--- src/rtl/byte_bus_fetch_unit.sv ---
// byte_bus_fetch_unit
// ---------------------------------------------------------------------------
// Memory-side responder for the core's fetch port. It accepts either a
// 3-byte fetch or a single-byte write. A fetch runs three reads on a byte-wide
// synchronous bus and returns the bytes as one little-endian 24-bit word.
//
// Handshake: a request transfers on a rising clk_i edge when req_valid_i and
// req_ready_o are both 1. req_ready_o is high only in IDLE. Address and write
// data are captured at that edge. There is no response backpressure:
// resp_valid_o is a one-cycle pulse that the core must consume.
//
// Ports:
//   clk_i, rstn_i            clock, asynchronous active-low reset
//   req_valid_i/req_ready_o  request handshake
//   req_we_i                 1 = byte write, 0 = 3-byte fetch
//   req_addr_i, req_wdata_i  request address / write byte
//   resp_valid_o             one-cycle pulse, resp_data_o updated
//   resp_data_o              {mem[A+2], mem[A+1], mem[A]}
//   bus_addr_o, bus_rd_o, bus_wr_o, bus_wdata_o   byte-bus master side
//   bus_rdata_i              read data, valid the cycle after bus_rd_o
//
// Optional build macro BYTE_BUS_FETCH_REUSE_EN: keeps a tag of the last
// completed bus fetch. A fetch to the tagged address is answered from
// resp_data_o without touching the bus. Any write invalidates the tag.
// ---------------------------------------------------------------------------
module byte_bus_fetch_unit #(
    parameter int ADDR_W = 16,
    parameter int DATA_W = 24
) (
    input  logic              clk_i,
    input  logic              rstn_i,
    input  logic              req_valid_i,
    output logic              req_ready_o,
    input  logic              req_we_i,
    input  logic [ADDR_W-1:0] req_addr_i,
    input  logic [7:0]        req_wdata_i,
    output logic              resp_valid_o,
    output logic [DATA_W-1:0] resp_data_o,
    output logic [ADDR_W-1:0] bus_addr_o,
    output logic              bus_rd_o,
    output logic              bus_wr_o,
    output logic [7:0]        bus_wdata_o,
    input  logic [7:0]        bus_rdata_i
);

    typedef enum logic [2:0] {
        IDLE  = 3'd0,
        RD0   = 3'd1,
        RD1   = 3'd2,
        RD2   = 3'd3,
        DRAIN = 3'd4,
        RESP  = 3'd5,
        WR    = 3'd6
    } state_t;

    localparam logic [ADDR_W-1:0] ONE = ADDR_W'(1);
    localparam logic [ADDR_W-1:0] TWO = ADDR_W'(2);

    state_t            state;
    logic [ADDR_W-1:0] addr_q;
    logic [7:0]        byte0;
    logic [7:0]        byte1;

`ifdef BYTE_BUS_FETCH_REUSE_EN
    logic              tag_valid;
    logic [ADDR_W-1:0] tag_addr;
    logic              hit_q;     // RESP entered from a tag hit; pulse is one cycle later
`endif

    // All outputs are registered. Bus read data lags the address by one
    // cycle, so each byte is captured one state after its address is driven.
    // The last byte is captured in DRAIN straight into resp_data_o.
    always_ff @(posedge clk_i or negedge rstn_i) begin
        if (!rstn_i) begin
            state        <= IDLE;
            req_ready_o  <= 1'b0;
            resp_valid_o <= 1'b0;
            resp_data_o  <= '0;
            bus_addr_o   <= '0;
            bus_rd_o     <= 1'b0;
            bus_wr_o     <= 1'b0;
            bus_wdata_o  <= '0;
            addr_q       <= '0;
            byte0        <= '0;
            byte1        <= '0;
`ifdef BYTE_BUS_FETCH_REUSE_EN
            tag_valid    <= 1'b0;
            tag_addr     <= '0;
            hit_q        <= 1'b0;
`endif
        end else begin
            case (state)
                IDLE: begin
                    // ready rises on the first IDLE cycle after reset release
                    req_ready_o <= 1'b1;
                    if (req_valid_i && req_ready_o) begin
                        req_ready_o <= 1'b0;
                        if (req_we_i) begin
                            bus_addr_o  <= req_addr_i;
                            bus_wdata_o <= req_wdata_i;
                            bus_wr_o    <= 1'b1;
                            state       <= WR;
`ifdef BYTE_BUS_FETCH_REUSE_EN
                            tag_valid   <= 1'b0;
`endif
                        end else begin
                            addr_q <= req_addr_i;
`ifdef BYTE_BUS_FETCH_REUSE_EN
                            if (tag_valid && (req_addr_i == tag_addr)) begin
                                hit_q <= 1'b1;
                                state <= RESP;
                            end else
`endif
                            begin
                                bus_addr_o <= req_addr_i;
                                bus_rd_o   <= 1'b1;
                                state      <= RD0;
                            end
                        end
                    end
                end
                RD0: begin
                    bus_addr_o <= addr_q + ONE;
                    state      <= RD1;
                end
                RD1: begin
                    byte0      <= bus_rdata_i;
                    bus_addr_o <= addr_q + TWO;
                    state      <= RD2;
                end
                RD2: begin
                    byte1    <= bus_rdata_i;
                    bus_rd_o <= 1'b0;
                    state    <= DRAIN;
                end
                DRAIN: begin
                    resp_data_o  <= {bus_rdata_i, byte1, byte0};
                    resp_valid_o <= 1'b1;
                    state        <= RESP;
`ifdef BYTE_BUS_FETCH_REUSE_EN
                    tag_valid    <= 1'b1;
                    tag_addr     <= addr_q;
`endif
                end
                RESP: begin
`ifdef BYTE_BUS_FETCH_REUSE_EN
                    if (hit_q) begin
                        hit_q        <= 1'b0;
                        resp_valid_o <= 1'b1;
                    end else
`endif
                    begin
                        resp_valid_o <= 1'b0;
                        req_ready_o  <= 1'b1;
                        state        <= IDLE;
                    end
                end
                WR: begin
                    bus_wr_o    <= 1'b0;
                    req_ready_o <= 1'b1;
                    state       <= IDLE;
                end
                default: begin
                    state        <= IDLE;
                    req_ready_o  <= 1'b0;
                    resp_valid_o <= 1'b0;
                    bus_rd_o     <= 1'b0;
                    bus_wr_o     <= 1'b0;
                end
            endcase
        end
    end

endmodule

--- config.mk ---
export PLATFORM = sky130hd
export DESIGN_NAME = byte_bus_fetch_unit
export DESIGN_NICKNAME = d
export VERILOG_FILES = /design/src/rtl/byte_bus_fetch_unit.sv
export SDC_FILE = /design/constraint.sdc
export NUM_CORES = 1
export LEC_CHECK = 0
export ABC_AREA = 1
export CELL_PAD_IN_SITES_DETAIL_PLACEMENT = 1
export CELL_PAD_IN_SITES_GLOBAL_PLACEMENT = 1
export CORE_MARGIN = 10
export CORE_UTILIZATION = 38
export CTS_CLUSTER_DIAMETER = 30
export DETAILED_ROUTE_END_ITERATION = 7
export GPL_TIMING_DRIVEN = 0
export PLACE_DENSITY_LB_ADDON = 0.1
export SETUP_SLACK_MARGIN = 0.05
export SYNTH_ARGS = -nofsm -noshare
export SYNTH_HDL_FRONTEND = slang
export SYNTH_SLANG_ARGS = --single-unit
--- constraint.sdc ---
create_clock -name clk_i -period 2.29 [get_ports clk_i]
set_clock_uncertainty 0.15 [all_clocks]
set_input_delay 0.229 -clock clk_i [delete_from_list [all_inputs] [get_ports clk_i]]
set_output_delay 0.229 -clock clk_i [all_outputs]
set_load 0.05 [all_outputs]
==> reports/results.tsv <==
metric	value	unit
wirelength	13.2	mm
rsz0062_at_grt	false	
first_pass_iters	4	
syn-num-nets	580	
critPathSlowestCell	dfrtp_1	
critPathCaptureType	flop	
grt_antenna_before_repair	0	
max_cap_violations	0	
die_y	127	um
detailedPlace.worstSlack	305	ps
synth-seq-cells	87	
reg2regPathDepth	8	
grt_pass1_vias	4144	
wl_per_cell	16.8	um
fmax	495	MHz
clkPwrFrac	0.154	
worst_path_dominant_cell_family	buffers and inverters	
syn_area	4310	um2
drtIter0Drc	214	
setup_slack	270	ps
setup_violations	0	
cts_buffer_depth	2	
dieWidth	127	um
area_growth	32.0	%
final_cell_mix	nand2_1, dfrtp_1, clkdlybuf4s50_1	
syn_avg_cell_area	7.97	um2
slew_headroom	0.635	
p_int	0.00499	W
vias_per_cell	4.98	
crit_fanout	10	
p_comb_frac	0.562	
use_met3	0.0537	
final_util	0.518	
power.switching	0.00497	W
synth_cell_types	31	
cts_tree	built	
rows	38	
switching_share	0.499	
period_share	0.882	
place.gp.congestion	0.829	
ctsHtreeMaxLevel	3	
clk_latency	350	ps
grt-ovfl-total	0	
required	2430	ps
arrival	2160	ps
timing.reg2reg.setup_slack	270	ps
critPathMaxStageDelay	470	ps
reg2reg_to	bus_addr_o[6]	
core	11000	um2
io_buffers	87	
die_area	16000	um2
worstPathCellList	inv_2 > nand3_1 > inv_1 > buf_6 > o21ai_0 > o21ai_0 > o21bai_1 > inv_1	
place_hpwl	9.92	mm
report.final.hold_viol_count	0	
slew_viol_final	0	
cts_root_buf	clkbuf_16	
ant_nets	0	
initial_core_util	0.393	
multi_input_area	1750	um2
grt_usage	0.171	
drive_gt1_frac	0.0929	
async_flop_share	1.00	
num_vias	3917	
met1_usage	0.225	
grt_util_met2	0.256	
io_pins	88	
min_path_type	input port to async pin	
worst_slew_pin_slew	546	ps
nNetsFinal	680	
path_class	flop to flop	
holdBufCountCts	1	
power_density	1750	nW/um2
synth_edf_count	0	
startpoint_type	flop	
worstReg2RegStart	state[2]	
grt_max_degree	67	
post-route-min-period	2020	ps
grt_pass1_wl	22.2	mm
synthCells	541	
power.leakage	2.75	nW
status	finished, final reports clean	
clock-sinks	87	
nFillCells	1336	
post_cts_buffers	0	
post_cts_resized	0	
final_common_cell	nand2_1	
clk_pin_slew_worst_paths	70	ps
top_usage_layer	met2	
register_area	2180	um2
crit_buf_inv	4	
cts_buffers	9	
hold-worst-slack	170	ps
drc_errors	0	
ys_warn_count	0	
seq_area_frac_synth	0.505	
irDropWorstVdd	844	uV
ys.flop_type	dfrtp_1	
p_seq_frac	0.284	
diodes	0	
[area by class of cell]
class                      count  area share
tap                          140      0.0308
multi-input combinational    366       0.308
inverter                      70      0.0461
clock inverter                 5      0.0116
timing repair buffer          89       0.159
sequential                    87       0.382
clock buffer                  11      0.0409
buffer                        18      0.0213
[metrics by stage]
stage | instances | setup TNS (ps) | power, W | cell area [um2]
after floorplan | 541 | 0 | 0.00657 | 4310
after global placement | 768 | -211490 | 0.00831 | 5360
after detailed placement | 769 | 0 | 0.00847 | 5390
after CTS | 786 | 0 | 0.0101 | 5690
after global routing | 786 | 0 | 0.0107 | 5690
final | 786 | 0 | 0.00995 | 5690
[how the worst max path moves through the flow]
stage,cells past startpoint,slack (ps),end,start
after floorplan,8,580,bus_addr_o[9],req_ready_o
after global placement,1,-2440,bus_wdata_o[0],rstn_i
after detailed placement,8,300,bus_addr_o[6],state[2]
after CTS,8,240,bus_addr_o[6],state[2]
after global routing,8,160,bus_addr_o[6],state[2]
final,8,270,bus_addr_o[6],state[2]
[cells in the mapped netlist, types with 4 or more instances]
library cell | instances | area (um2)
nand2_1 | 150 | 563
dfrtp_1 | 87 | 2180
inv_1 | 64 | 240
o21ai_0 | 58 | 290
nor2_1 | 45 | 169
nand3_1 | 41 | 205
a21oi_1 | 21 | 105
a21oi_2 | 10 | 87.6
buf_2 | 7 | 35.0
inv_2 | 6 | 22.5
buf_6 | 5 | 56.3
nand4_1 | 5 | 31.3
o21bai_1 | 5 | 37.5
clkbuf_1 | 4 | 15.0
[power groups by stage]
| stage | Combinational, W | Sequential, W | Clock, W |
|---|---|---|---|
| after floorplan | 0.00228 | 0.00429 | 0 |
| after global placement | 0.00550 | 0.00281 | 0 |
| after detailed placement | 0.00562 | 0.00285 | 0 |
| after CTS | 0.00567 | 0.00284 | 0.00156 |
| after global routing | 0.00614 | 0.00293 | 0.00162 |
| final | 0.00560 | 0.00283 | 0.00153 |
[per-layer routing]
| metal | part of all wire | vias to the layer above |
|---|---|---|
| met4 | 0.014 | 0 |
| met1 | 0.47 | 1903 |
| met2 | 0.45 | 74 |
| li1 | - | 1924 |
| met3 | 0.066 | 16 |
| met5 | 0 | - |
[worst reg2reg max path, delay by kind of cell, from the launching register on]
| family | cells | cell delay, ps |
|---|---|---|
| simple gates | 1 | 250 |
| buf+inv | 4 | 560 |
| flops | 1 | 470 |
| compound gates | 3 | 540 |
[state kept, by name (all words and copies together), names as in the netlist, 3 cells and up]
register	flops
byte0	8
resp_data_o	24
bus_wdata_o	8
bus_addr_o	16
addr_q	16
state	3
byte1	8
[logic make-up after synthesis]
kind of cell / Yosys count / share of synthesized area
simple gates: 260 / 0.261
compound gates: 100 / 0.130
buf+inv: 88 / 0.0890
flops: 87 / 0.505
fa+ha+maj: 3 / 0.00870
mux: 2 / 0.00522
xor+xnor: 1 / 0.00203
No activity file was read; power rests on OpenSTA's default activity.
